## config.mk

```make
export PLATFORM = sky130hd
export DESIGN_NAME = sdio_master_mc_flat
export DESIGN_NICKNAME = d
export VERILOG_FILES = /design/src/rtl/sdio_master_mc_if.sv /design/src/rtl/sdio_master_mc.sv /design/src/flat_wrapper.sv
export SDC_FILE = /design/constraint.sdc
export NUM_CORES = 1
export LEC_CHECK = 0
export CORE_MARGIN = 1
export CORE_UTILIZATION = 60
export CTS_CLUSTER_DIAMETER = 100
export CTS_CLUSTER_SIZE = 25
export DETAILED_ROUTE_END_ITERATION = 10
export DONT_BUFFER_PORTS = 1
export GPL_TIMING_DRIVEN = 1
export PLACE_DENSITY = 0.74
export SLEW_MARGIN = 20
export SYNTH_ARGS = -nofsm -noshare
export SYNTH_HDL_FRONTEND = slang
export SYNTH_SLANG_ARGS = --single-unit
```

## constraint.sdc

```tcl
create_clock -name clk_2 -period 4.4 [get_ports clk_2]
set_clock_uncertainty 0.2 [all_clocks]
set_input_delay 0.88 -clock clk_2 [delete_from_list [all_inputs] [get_ports clk_2]]
set_output_delay 0.88 -clock clk_2 [all_outputs]
set_load 0.02 [all_outputs]
```

## src/rtl/sdio_master_mc_if.sv

```systemverilog
// Register-side request/response and per-channel serial lines of sdio_master_mc.
// The master modport is the bridge's own view; slave is the requester/frontend view.
interface sdio_master_mc_if #(
   parameter int AW  = 8,
   parameter int DW  = 32,
   parameter int CHW = 1
);
   localparam int NCH = 2**CHW;

   logic [CHW+AW-1:0] reg_addr;
   logic [DW-1:0]     reg_writedata;
   logic              reg_rd_sdio;
   logic              reg_wr_sdio;
   logic              reg_ready_sdio;
   logic [DW-1:0]     reg_readdata_sdio;
   logic              reg_err_sdio;
   logic [NCH-1:0]    sdio_miso;
   logic [NCH-1:0]    sdio_mosi;
   logic              sdio_sck;

   modport master (
      input  reg_addr, reg_writedata, reg_rd_sdio, reg_wr_sdio, sdio_miso,
      output reg_ready_sdio, reg_readdata_sdio, reg_err_sdio, sdio_mosi, sdio_sck
   );

   modport slave (
      output reg_addr, reg_writedata, reg_rd_sdio, reg_wr_sdio, sdio_miso,
      input  reg_ready_sdio, reg_readdata_sdio, reg_err_sdio, sdio_mosi, sdio_sck
   );
endinterface

```

## src/rtl/sdio_master_mc.sv

```systemverilog
// Serial register-access master: bridges register read/write requests to NCH serial slaves.
// Optional even parity on command frame and read data when SDIO_PARITY_EN is defined.
module sdio_master_mc #(
   parameter int AW      = 8,
   parameter int DW      = 32,
   parameter int CHW     = 1,
   parameter int CLK_DIV = 5,
   parameter int TIMEOUT = 220
) (
   input  logic             clk_2,
   input  logic             rst_n,
   sdio_master_mc_if.master bus
);

   localparam int NCH  = 2**CHW;
`ifdef SDIO_PARITY_EN
   localparam int PW   = 1;
`else
   localparam int PW   = 0;
`endif
   localparam int FL   = 2 + AW + DW + PW;
   localparam int RL   = DW + PW;
   localparam int CNTW = $clog2(FL + 1);
   localparam int DIVW = $clog2(CLK_DIV);
   localparam int TW   = $clog2(TIMEOUT + 1);

   typedef enum logic [2:0] {IDLE, CMD, HUNT, RDATA, DONE} state_t;

   state_t            state_q, state_d;
   logic [DIVW-1:0]   div_q;
   logic              sck_q, sck_d1, sck_d2;
   logic              req_q;
   logic              rw_q;
   logic [CHW-1:0]    ch_q;
   logic [FL-1:0]     tx_q;
   logic [RL-2:0]     rx_q;
   logic [CNTW-1:0]   bit_cnt;
   logic [TW-1:0]     t_cnt;
   logic [DW-1:0]     rdata_q;
   logic              err_q;

   logic              req, req_rise, act_req;
   logic              rise_stb, fall_stb, miso_sel;
   logic [FL-1:0]     frame;
   logic              rw_in;
   logic [DW-1:0]     wd_in;
   logic [RL-1:0]     rx_nxt;
   logic              rd_err;
   logic [NCH-1:0]    mosi;
   logic              load, tx_shift, rx_shift, cnt_inc, cnt_clr, t_inc;
   logic              fin_ack, fin_to, fin_rd;

   assign req      = bus.reg_rd_sdio | bus.reg_wr_sdio;
   assign req_rise = req & ~req_q;
   assign act_req  = rw_q ? bus.reg_wr_sdio : bus.reg_rd_sdio;
   assign rise_stb = sck_d1 & ~sck_d2;
   assign fall_stb = ~sck_d1 & sck_d2;
   assign miso_sel = bus.sdio_miso[ch_q];
   assign rx_nxt   = {rx_q, miso_sel};

   // Write takes priority when both requests rise together
   assign rw_in = bus.reg_wr_sdio;
   assign wd_in = bus.reg_wr_sdio ? bus.reg_writedata : '0;

`ifdef SDIO_PARITY_EN
   assign frame  = {1'b1, rw_in, bus.reg_addr[AW-1:0], wd_in,
                    ^{rw_in, bus.reg_addr[AW-1:0], wd_in}};
   assign rd_err = ^rx_nxt;
`else
   assign frame  = {1'b1, rw_in, bus.reg_addr[AW-1:0], wd_in};
   assign rd_err = 1'b0;
`endif

   // Free-running sck plus the twice-registered copy used for edge strobes
   always_ff @(posedge clk_2 or negedge rst_n) begin
      if (!rst_n) begin
         div_q  <= '0;
         sck_q  <= 1'b0;
         sck_d1 <= 1'b0;
         sck_d2 <= 1'b0;
         req_q  <= 1'b0;
      end else begin
         if (div_q == DIVW'(CLK_DIV - 1)) begin
            div_q <= '0;
            sck_q <= ~sck_q;
         end else begin
            div_q <= div_q + 1'b1;
         end
         sck_d1 <= sck_q;
         sck_d2 <= sck_d1;
         req_q  <= req;
      end
   end

   always_ff @(posedge clk_2 or negedge rst_n) begin
      if (!rst_n) state_q <= IDLE;
      else        state_q <= state_d;
   end

   always_comb begin
      state_d  = state_q;
      load     = 1'b0;
      tx_shift = 1'b0;
      rx_shift = 1'b0;
      cnt_inc  = 1'b0;
      cnt_clr  = 1'b0;
      t_inc    = 1'b0;
      fin_ack  = 1'b0;
      fin_to   = 1'b0;
      fin_rd   = 1'b0;
      case (state_q)
         IDLE: begin
            if (req_rise) begin
               state_d = CMD;
               load    = 1'b1;
            end
         end
         CMD: begin
            if (!act_req) begin
               state_d = IDLE;
            end else if (rise_stb) begin
               if (bit_cnt == CNTW'(FL - 1)) begin
                  state_d = HUNT;
                  cnt_clr = 1'b1;
               end else begin
                  tx_shift = 1'b1;
                  cnt_inc  = 1'b1;
               end
            end
         end
         HUNT: begin
            if (!act_req) begin
               state_d = IDLE;
            end else if (fall_stb) begin
               if (miso_sel) begin
                  if (rw_q) begin
                     state_d = DONE;
                     fin_ack = 1'b1;
                  end else begin
                     state_d = RDATA;
                  end
               end else if (t_cnt == TW'(TIMEOUT - 1)) begin
                  state_d = DONE;
                  fin_to  = 1'b1;
               end else begin
                  t_inc = 1'b1;
               end
            end
         end
         RDATA: begin
            if (!act_req) begin
               state_d = IDLE;
            end else if (fall_stb) begin
               rx_shift = 1'b1;
               if (bit_cnt == CNTW'(RL - 1)) begin
                  state_d = DONE;
                  fin_rd  = 1'b1;
               end else begin
                  cnt_inc = 1'b1;
               end
            end
         end
         DONE: begin
            if (!act_req) state_d = IDLE;
         end
         default: state_d = IDLE;
      endcase
   end

   always_ff @(posedge clk_2 or negedge rst_n) begin
      if (!rst_n) begin
         rw_q    <= 1'b0;
         ch_q    <= '0;
         tx_q    <= '0;
         rx_q    <= '0;
         bit_cnt <= '0;
         t_cnt   <= '0;
         rdata_q <= '0;
         err_q   <= 1'b0;
      end else begin
         if (load) begin
            rw_q    <= rw_in;
            ch_q    <= bus.reg_addr[CHW+AW-1:AW];
            tx_q    <= frame;
            rx_q    <= '0;
            bit_cnt <= '0;
            t_cnt   <= '0;
            rdata_q <= '0;
            err_q   <= 1'b0;
         end
         if (tx_shift) tx_q <= {tx_q[FL-2:0], 1'b0};
         if (cnt_clr)      bit_cnt <= '0;
         else if (cnt_inc) bit_cnt <= bit_cnt + 1'b1;
         if (t_inc && (t_cnt != TW'(TIMEOUT))) t_cnt <= t_cnt + 1'b1;
         if (rx_shift) rx_q <= rx_nxt[RL-2:0];
         if (fin_ack) begin
            rdata_q <= '0;
            err_q   <= 1'b0;
         end
         if (fin_to) begin
            rdata_q <= '0;
            err_q   <= 1'b1;
         end
         // Last received bit is folded in via rx_nxt, not yet in rx_q
         if (fin_rd) begin
            rdata_q <= rx_nxt[RL-1:PW];
            err_q   <= rd_err;
         end
      end
   end

   always_comb begin
      mosi = '0;
      if (state_q == CMD) mosi[ch_q] = tx_q[FL-1];
   end

   assign bus.sdio_mosi         = mosi;
   assign bus.sdio_sck          = sck_q;
   assign bus.reg_ready_sdio    = (state_q == DONE);
   assign bus.reg_readdata_sdio = rdata_q;
   assign bus.reg_err_sdio      = err_q;

endmodule

```

## src/flat_wrapper.sv

```systemverilog
// flat-port wrapper written by rule: the top's interface ports become plain ports
module sdio_master_mc_flat 
#(
   parameter int AW      = 8,
   parameter int DW      = 32,
   parameter int CHW     = 1,
   parameter int CLK_DIV = 5,
   parameter int TIMEOUT = 220
)
  (clk_2, rst_n, bus_reg_addr, bus_reg_writedata, bus_reg_rd_sdio, bus_reg_wr_sdio, bus_sdio_miso, bus_reg_ready_sdio, bus_reg_readdata_sdio, bus_reg_err_sdio, bus_sdio_mosi, bus_sdio_sck);
  sdio_master_mc_if #(.AW(AW), .DW(DW), .CHW(CHW)) bus_i ();
  input  logic clk_2;
  input  logic rst_n;
  input wire logic [$bits(bus_i.reg_addr)-1:0] bus_reg_addr;
  input wire logic [$bits(bus_i.reg_writedata)-1:0] bus_reg_writedata;
  input wire logic [$bits(bus_i.reg_rd_sdio)-1:0] bus_reg_rd_sdio;
  input wire logic [$bits(bus_i.reg_wr_sdio)-1:0] bus_reg_wr_sdio;
  input wire logic [$bits(bus_i.sdio_miso)-1:0] bus_sdio_miso;
  output wire logic [$bits(bus_i.reg_ready_sdio)-1:0] bus_reg_ready_sdio;
  output wire logic [$bits(bus_i.reg_readdata_sdio)-1:0] bus_reg_readdata_sdio;
  output wire logic [$bits(bus_i.reg_err_sdio)-1:0] bus_reg_err_sdio;
  output wire logic [$bits(bus_i.sdio_mosi)-1:0] bus_sdio_mosi;
  output wire logic [$bits(bus_i.sdio_sck)-1:0] bus_sdio_sck;
  assign bus_i.reg_addr = bus_reg_addr;
  assign bus_i.reg_writedata = bus_reg_writedata;
  assign bus_i.reg_rd_sdio = bus_reg_rd_sdio;
  assign bus_i.reg_wr_sdio = bus_reg_wr_sdio;
  assign bus_i.sdio_miso = bus_sdio_miso;
  assign bus_reg_ready_sdio = bus_i.reg_ready_sdio;
  assign bus_reg_readdata_sdio = bus_i.reg_readdata_sdio;
  assign bus_reg_err_sdio = bus_i.reg_err_sdio;
  assign bus_sdio_mosi = bus_i.sdio_mosi;
  assign bus_sdio_sck = bus_i.sdio_sck;
  sdio_master_mc #(.AW(AW), .DW(DW), .CHW(CHW), .CLK_DIV(CLK_DIV), .TIMEOUT(TIMEOUT)) u_core (.clk_2(clk_2), .rst_n(rst_n), .bus(bus_i));
endmodule
```

==> summary.md, run 1 <==
| Metric | Value |
|---|---|
| Nets@finish | `667` |
| Critical Path Slowest Stage Cell | `dfrtp_1` |
| Hold Slack | `0.0638 ns` |
| Cell Area, Synth | `5820 um2` |
| Core Area | `9330 um2` |
| Finish-stage setup viols | `0` |
| Crit path cell chain | `nor3b_1, nand2_1, nor2_1` |
| Die W | `100 um` |
| Fmax | `324 MHz` |
| RSZ-0062 raised after global routing | `no` |
| Family with the most delay on the worst path | `simple AND/OR/NAND/NOR gates` |
| Worst reg-to-reg path cell count | `6` |
| Most used DFF post-synth | `dfrtp_1` |
| Vias | `4357` |
| Largest net degree at the start of global routing | `133` |
| Peak VDD IR | `0.328 mV` |
| Die Footprint | `10100 um2` |
| Vias/cell | `5.76` |
| Final HPWL DP | `7070 um` |
| DR iter-0 viols | `296` |
| ANT cells | `0` |
| Syn avg cell area | `9.28 um2` |
| Pre-Repair DR Iteration Count | `5` |
| Area after DPL | `5870 um2` |
| Class of the worst hold path | `input port to async pin` |
| Clock-pin slew on the worst setup and hold paths | `0.06 ns` |
| Reg-to-Reg End | `u_core.bus.reg_readdata_sdio[21]` |
| Gr ovfl total | `0` |
| Final std cells w/o fill | `756` |
| Final Hold Fails | `0` |
| Final WL | `11300 um` |
| Pwr Density | `519 nW/um2` |
| Proportion of layout cells with a drive suffix above 1 | `8.61%` |
| Setup ws final | `1.31 ns` |
| H-tree Lvls | `4` |
| Worst path required time | `3.32 ns` |
| # rows | `35` |
| Root Driver | `clkbuf_8` |
| DRC viols | `0` |
| Synth Net Count | `680` |
| Post-synth cell types | `51` |
| Pre-CTS setup slack | `1.14 ns` |
| CP max stage delay | `0.62 ns` |
| Leakage | `2.97 nW` |
| Sink Count | `132` |
| Crit path arrival time | `2.01 ns` |
| Placed insts | `723` |
| Crit-path max FO | `12` |
| Status | `completed` |
| CP bufs+invs | `0` |
| Clock latency on the worst-skew pair | `0.51 ns` |
| Total CTS buffers | `17` |
| Tot GR Track Use | `24.3%` |
| Worst R2R Start | `u_core.sck_d1` |
| Routed length per instance | `15.0 um` |
| Crit path time final | `3.09 ns` |
| Post-DRT Antenna Nets | `0` |
| Final Max Tran Viols | `0` |
| Ys async rst share | `100%` |
| CP startpoint kind | `flop` |
| Register area share after synthesis | `56.7%` |
| Post-synthesis cell count | `627` |
| Worst R2R Setup Slack | `1.35 ns` |
| Die Ht | `100 um` |
| Fin area | `6480 um2` |
| Critical Path End Type | `output pin` |
| Gpl congestion | `0.912` |
| CTS tree | `built` |
| Worst slew margin | `36.1%` |
| Num ports | `84` |
| #FFs+latches synth | `132` |
| Critical path class | `flop to output pin` |
| Layout area overhead | `11.4%` |
| Initial antenna violation count | `0` |
| Vias in the first global route | `4149` |
| Slew at the pin closest to its max-slew limit | `0.959 ns` |
| Input/output buffers | `0` |
| First-pass GRT wire length | `19200 um` |
| Final worst path period share | `70.2%` |
| Starting density of the core | `62.4%` |
| Setup TNS | `0 ns` |
| Ys Warns | `0` |
| Number of max-cap violations | `0` |
| EDFF count, synth | `0` |
| Clock Tree Buf Depth | `2` |
-- cell usage after synthesis, types with 4 or more instances --
master    instances  area (um2)
nand2_1         228         856
dfrtp_1         132        3300
o21ai_0          71         355
a22oi_1          40         300
clkbuf_1         26        97.6
nand3_1          10        50.1
nor2_1            9        33.8
a21oi_1           8        40.0
buf_2             8        40.0
inv_1             8        30.0
ha_1              6        75.1
mux2i_1           6        60.1
nand2b_1          6        37.5
nor3_1            5        25.0
a21o_1            4        30.0
and2_1            4        25.0
buf_4             4        30.0
or3_1             4        25.0
-- report_power, final --
| group | switching [mW] | internal, mW | leakage, nW |
|---|---|---|---|
| Combinational | 0.272 | 0.171 | 0.930 |
| Sequential | 0.154 | 1.40 | 1.77 |
| Clock | 0.546 | 0.819 | 0.274 |
-- through the flow --
step / util, % / power, mW
4_1_cts: 69.5 / 3.39
5_1_grt: 69.5 / 3.54
2_1_floorplan: - / 1.88
6_report: 69.5 / 3.36
3_5_place_dp: 62.9 / 1.99
3_3_place_gp: 62.9 / 1.97
-- cell type report --
| cell class | count | area [um2] |
|---|---|---|
| fillers | 703 | 2850 |
| clock inverters | 15 | 171 |
| clock buffers | 17 | 414 |
| repair buffers | 8 | 80.1 |
| multi-input cells | 447 | 2320 |
| inverters | 8 | 30.0 |
| flip-flops and latches | 132 | 3300 |
| well taps | 129 | 161 |
-- cells by family (layout without fill, tap and decap cells) --
group	count (synthesis)	count (layout)	share of synthesized area, %
AND/OR/NAND/NOR	286	286	21.2
AO/OA/AOI/OAI	144	144	15.3
flip-flops	132	132	56.7
buffers and inverters	48	48	3.53
multiplexers	9	9	1.61
adder cells (fa/ha/maj)	6	6	1.29
XOR/XNOR	2	2	0.301
-- flip-flops by register name, summed over array words and instances, names as in the netlist, 3 cells and up --
signal / count
u_core.tx_q: 42
u_core.bus.reg_readdata_sdio: 32
u_core.rx_q: 31
u_core.t_cnt: 8
u_core.bit_cnt: 6
u_core.div_q: 3
u_core.state_q: 3
-- worst max path at each step --
stage                                       endpoint  slack [ns]         startpoint  depth (start not counted)
floorplan                          u_core.bit_cnt[3]        1.78    bus_reg_wr_sdio                          6
global placement     u_core.bus.reg_readdata_sdio[4]        1.26    bus_reg_wr_sdio                          6
detailed placement  u_core.bus.reg_readdata_sdio[21]        1.14    bus_reg_wr_sdio                          6
CTS                                 bus_sdio_mosi[0]        1.32  u_core.state_q[0]                          3
global route        u_core.bus.reg_readdata_sdio[14]        1.06      u_core.sck_d1                          6
finish                              bus_sdio_mosi[0]        1.31  u_core.state_q[0]                          3
-- layer usage --
metal  vias up  track usage [%]  wire length (um)  share of wire (%)
li1       2103                -                 -                  -
met1      2109             31.0              5050                 45
met2       126             38.8              5490                 48
met3        19             6.80               604                5.3
met4         0             11.4               193                1.7
met5         -                0                 0                  0
-- repair_timing --
action,4_1_cts,5_1_grt
buffers inserted,0,0
hold buffers,1,0
hold endpoints to repair,132,0
resized for setup,0,0
-- layout by cell type, fill, tap and decap left out, types with 5 or more instances in the layout --
master     netlist  final
nand2_1        228    228
dfrtp_1        132    132
o21ai_0         71     71
a22oi_1         40     40
clkbuf_16        0     16
nand3_1         10     10
nor2_1           9      9
inv_1            8      8
a21oi_1          8      7
buf_4            4      7
nand2b_1         6      6
mux2i_1          6      6
ha_1             6      6
nor3_1           5      5
No activity file was read; power rests on OpenSTA's default activity.
==> inputs of run 2 (changes only) <==
Settings changed: CORE_UTILIZATION 60 to 57, PLACE_DENSITY 0.74 to 0.73.
Clock period 4.4 ns to 2.6 ns, I/O delays scaled along.
==> run 2 against run 1 <==
  * The flow now finishes with violations (hold timing)
  * Clock-buffer cell count up 2
  * Design area up 7.5%
  * Sequential power is 69% higher
  * Largest cell class unchanged
  * Critical path type unchanged
  * Global-route usage increased by 1.4 points
==> summary.md, run 2 (synthesis gave the netlist of run 1 again) <==
| Metric | Value |
|---|---|
| CP max stage delay | `0.58 ns` |
| Pwr Density | `843 nW/um2` |
| Nets@finish | `715` |
| Hold Slack | `-0.501 ns` |
| Final HPWL DP | `7170 um` |
| DRC viols | `0` |
| Clock Tree Buf Depth | `2` |
| Root Driver | `clkbuf_8` |
| Crit-path max FO | `12` |
| ANT cells | `0` |
| Vias in the first global route | `4462` |
| Crit path time final | `2.47 ns` |
| Critical Path Slowest Stage Cell | `dfrtp_1` |
| Reg area | `3300 um2` |
| Critical Path End Type | `output pin` |
| DR iter-0 viols | `219` |
| Leakage | `3.19 nW` |
| Sink Count | `132` |
| Most frequent cells in the layout | `nand2_1 (228), dfrtp_1 (132), o21ai_0 (71)` |
| Die Footprint | `10600 um2` |
| Final std cells w/o fill | `807` |
| Number of max-cap violations | `0` |
| Num ports | `84` |
| Routed length per instance | `15.6 um` |
| Multi-input gate area | `2330 um2` |
| Power, Total | `5.88 mW` |
| Commonest non-fill, non-tap cell in the layout | `nand2_1` |
| Final Hold Fails | `132` |
| Layout fillers | `719` |
| Failing checks | `hold timing` |
| Placed insts | `733` |
| Pre-Repair DR Iteration Count | `4` |
| Slew at the pin closest to its max-slew limit | `0.616 ns` |
| Pre-CTS setup slack | `0.0790 ns` |
| Post-DRT Antenna Nets | `0` |
| Finish-stage setup viols | `0` |
| CP bufs+invs | `0` |
| Crit path arrival time | `1.75 ns` |
| Total CTS buffers | `17` |
| Class of the worst hold path | `input port to async pin` |
| Setup TNS | `0 ns` |
| Input/output buffers | `0` |
| Gpl congestion | `0.877` |
| Area after DPL | `5930 um2` |
| Setup ws final | `0.134 ns` |
| Die Ht | `103 um` |
| Clock-pin slew on the worst setup and hold paths | `0.06 ns` |
| Largest net degree at the start of global routing | `133` |
| Fmax | `405 MHz` |
| Family with the most delay on the worst path | `simple AND/OR/NAND/NOR gates` |
| Peak VDD IR | `0.564 mV` |
| Layout area overhead | `19.8%` |
| Clock latency on the worst-skew pair | `0.52 ns` |
| Final WL | `12600 um` |
| Initial antenna violation count | `0` |
| Final worst path period share | `94.9%` |
| Largest Register | `u_core.tx_q` |
| # rows | `36` |
| Crit path cell chain | `nor3b_2, and3_1` |
| Status | `complete, but fails checks` |
| CTS tree | `built` |
| CP startpoint kind | `flop` |
| Gr ovfl total | `0` |
| Critical path class | `flop to output pin` |
| Final core utilization | `71.0%` |
| Proportion of layout cells with a drive suffix above 1 | `8.61%` |
| First-pass GRT wire length | `20700 um` |
| Die W | `103 um` |
| Worst slew margin | `57.8%` |
| Worst R2R Setup Slack | `0.22 ns` |
| Vias/cell | `5.61` |
| RSZ-0062 raised after global routing | `no` |
| Hold buffer count at cts | `43` |
| Final Max Tran Viols | `0` |
| H-tree Lvls | `4` |
| Tot GR Track Use | `25.7%` |
| Starting density of the core | `59.3%` |
| Max reg flops | `42` |
| Vias | `4530` |
| Core Area | `9820 um2` |
| Fin area | `6970 um2` |
| Worst path required time | `1.88 ns` |
==> run 2: changes by cell type in the layout (fill, tap and decap cells not counted), sizes merged <==
cell,before,now
clkinvlp,4,2
inv,13,10
dlygate4sd3,0,43
buf,8,13
clkbuf,17,19
bufinv,2,4
==> run 2: final timing paths <==
path                                   start                 to  depth (start not counted)
max                        u_core.state_q[0]   bus_sdio_mosi[1]                          2
min                                    rst_n  u_core.bit_cnt[5]                          0
max reg2reg                      u_core.rw_q  u_core.state_q[2]                          5
min reg2reg                    u_core.sck_d1      u_core.sck_d2                          0
max in group asynchronous              rst_n  u_core.bit_cnt[2]                          0
min in group clk_2           bus_reg_rd_sdio  u_core.state_q[0]                          3
==> run 2: power by group <==
group	internal [mW]	total, mW	switching [mW]	leakage (nW)
logic	0.347	0.809	0.463	1.13
registers	2.38	2.64	0.264	1.77
clock network	1.56	2.43	0.874	0.289
total	4.28	5.88	1.60	3.19
==> run 2: worst reg2reg max path, stage by stage (launching register included) <==
cell	delay, ns
dfrtp_1	0.45
mux2i_1	0.58
a221oi_1	0.22
a21oi_1	0.20
o221a_2	0.26
mux2_2	0.34
==> run 2: per-layer routing <==
metal | vias up | wire length [um] | global-route usage (%)
met5 | - | 0 | 0
met4 | 0 | 178 | 10.6
met3 | 14 | 608 | 6.37
met2 | 124 | 6260 | 42.7
met1 | 2193 | 5520 | 32.3
li1 | 2199 | - | -
==> run 2: area by class of cell <==
| type | count | area share, % |
|---|---|---|
| flip-flops and latches | 132 | 47.4 |
| multi-input cells | 447 | 33.4 |
| repair buffers | 56 | 7.75 |
| clock buffers | 19 | 6.05 |
| clock inverters | 12 | 2.58 |
| well taps | 133 | 2.39 |
| inverters | 8 | 0.431 |
==> run 2: what timing repair did <==
action                                  CTS  global route
endpoints found under the setup margin    2             1
pin swaps                                 0             0
endpoints found under the hold margin   174           132
gates cloned                              0             0
resized for setup                         1             1
setup buffers                             0             0
==> inputs of run 3 (changes only) <==
Settings changed: CTS_CLUSTER_SIZE 25 to 14, SKIP_CTS_REPAIR_TIMING from default to 1.
==> run 3 against run 2 <==
  * The run still ends with hold timing left
  * Design area did not move
  * Worst setup slack got worse by 0.0021 ns
  * Flip-flop and latch count did not move
  * Critical endpoint is now bus_sdio_mosi[0]
==> summary.md, run 3 (synthesis gave the netlist of run 1 again) <==
| Metric | Value |
|---|---|
| Num ports | `84` |
| Leakage | `3.19 nW` |
| Clock latency on the worst-skew pair | `0.52 ns` |
| Total CTS buffers | `17` |
| Die W | `103 um` |
| Worst R2R Setup Slack | `0.22 ns` |
| H-tree Lvls | `4` |
| Fmax | `405 MHz` |
| Critical Path Slowest Stage Cell | `dfrtp_1` |
| Proportion of layout cells with a drive suffix above 1 | `8.61%` |
| Initial antenna violation count | `0` |
| Setup TNS | `0 ns` |
| Family with the most delay on the worst path | `simple AND/OR/NAND/NOR gates` |
| Die Ht | `103 um` |
| Routed length per instance | `15.7 um` |
| Vias | `4570` |
| Fin area | `6970 um2` |
| Worst R2R Start | `u_core.bit_cnt[2]` |
| RSZ-0062 raised after global routing | `no` |
| Reg-to-Reg End | `u_core.state_q[2]` |
| Vias/cell | `5.66` |
| DR iter-0 viols | `268` |
| Clock Tree Buf Depth | `2` |
| First-pass GRT wire length | `19400 um` |
| Hold Slack | `-0.498 ns` |
| Peak VDD IR | `0.545 mV` |
| Worst path required time | `1.88 ns` |
| Max reg flops | `42` |
| Crit path time final | `2.47 ns` |
| Input/output buffers | `0` |
| Final Hold Fails | `132` |
| Final WL | `12700 um` |
| Final Max Tran Viols | `0` |
| Core Area | `9820 um2` |
| Commonest non-fill, non-tap cell in the layout | `nand2_1` |
| Clock-pin slew on the worst setup and hold paths | `0.06 ns` |
| Largest net degree at the start of global routing | `133` |
| Pwr Density | `844 nW/um2` |
| Slew at the pin closest to its max-slew limit | `0.636 ns` |
| Root Driver | `clkbuf_8` |
| ANT cells | `0` |
| Gr ovfl total | `0` |
| Most frequent cells in the layout | `nand2_1 (228), dfrtp_1 (132), o21ai_0 (71)` |
| Class of the worst hold path | `input port to async pin` |
| Critical path class | `flop to output pin` |
| Status | `complete, but fails checks` |
| Die Footprint | `10600 um2` |
| CP startpoint kind | `flop` |
| Nets@finish | `715` |
| Finish-stage setup viols | `0` |
| CTS tree | `built` |
| Starting density of the core | `59.3%` |
| Failing checks | `hold timing` |
| Area after DPL | `5930 um2` |
| CP bufs+invs | `0` |
| Final worst path period share | `94.9%` |
| Crit path cell chain | `nor3b_2, nand2_1, nor2_2` |
| Power, Total | `5.89 mW` |
| Vias in the first global route | `4197` |
| Layout area overhead | `19.8%` |
| Pre-Repair DR Iteration Count | `5` |
| Largest Register | `u_core.tx_q` |
| Tot GR Track Use | `24.0%` |
| Post-DRT Antenna Nets | `0` |
| Number of max-cap violations | `0` |
| # rows | `36` |
| CP max stage delay | `0.57 ns` |
| Final HPWL DP | `7170 um` |
| Sink Count | `132` |
| Gpl congestion | `0.877` |
| Critical Path End Type | `output pin` |
| Worst reg-to-reg path cell count | `5` |
| Crit path arrival time | `1.75 ns` |
| DRC viols | `0` |
| Worst slew margin | `57.3%` |
| Crit-path max FO | `12` |
-- run 3: cell counts in the layout (fill, tap and decap cells not counted) --
No cell type changed its count.
-- run 3: final cells by class --
class,count,area [um2]
Clock buffer,19,422
Clock inverter,12,180
Fill cell,732,2850
Inverter,8,30.0
Multi-Input combinational cell,447,2330
Sequential cell,132,3300
Tap cell,133,166
Timing Repair Buffer,56,541
-- run 3: per-layer routing --
| layer | global-route usage, % | up-vias | wire length, um |
|---|---|---|---|
| li1 | - | 2190 | - |
| met1 | 30.0 | 2227 | 5530 |
| met2 | 38.4 | 138 | 6370 |
| met3 | 7.80 | 15 | 607 |
| met4 | 10.3 | 0 | 184 |
| met5 | 0 | - | 0 |
-- run 3: where the power goes --
group          total (mW)  internal [mW]  switching, mW  leakage [nW]
clock network        2.43           1.56          0.872         0.289
logic               0.814          0.347          0.467          1.13
registers            2.64           2.38          0.268          1.77
total                5.89           4.28           1.61          3.19
-- run 3: how the worst max path moves through the flow --
| stage | start | end | slack (ns) | cells after the start |
|---|---|---|---|---|
| floorplan | bus_reg_wr_sdio | u_core.bit_cnt[3] | 0.34 | 6 |
| global placement | u_core.state_q[0] | u_core.bus.reg_readdata_sdio[29] | 0.21 | 5 |
| detailed placement | u_core.state_q[0] | u_core.bus.reg_readdata_sdio[10] | 0.08 | 5 |
| CTS | u_core.state_q[0] | bus_sdio_mosi[0] | -0.12 | 3 |
| global route | u_core.state_q[0] | bus_sdio_mosi[0] | 0.02 | 3 |
| finish | u_core.state_q[0] | bus_sdio_mosi[0] | 0.13 | 3 |
-- run 3: per-stage QoR --
step,hold WS (ns),util (%),cells,worst slack (ns)
floorplan,0.0244,-,627,0.344
global placement,0.0287,60.4,733,0.211
detailed placement,0.0278,60.4,733,0.0790
CTS,-0.525,66.5,764,-0.120
global route,-0.528,71.0,807,0.0215
finish,-0.498,71.0,807,0.132
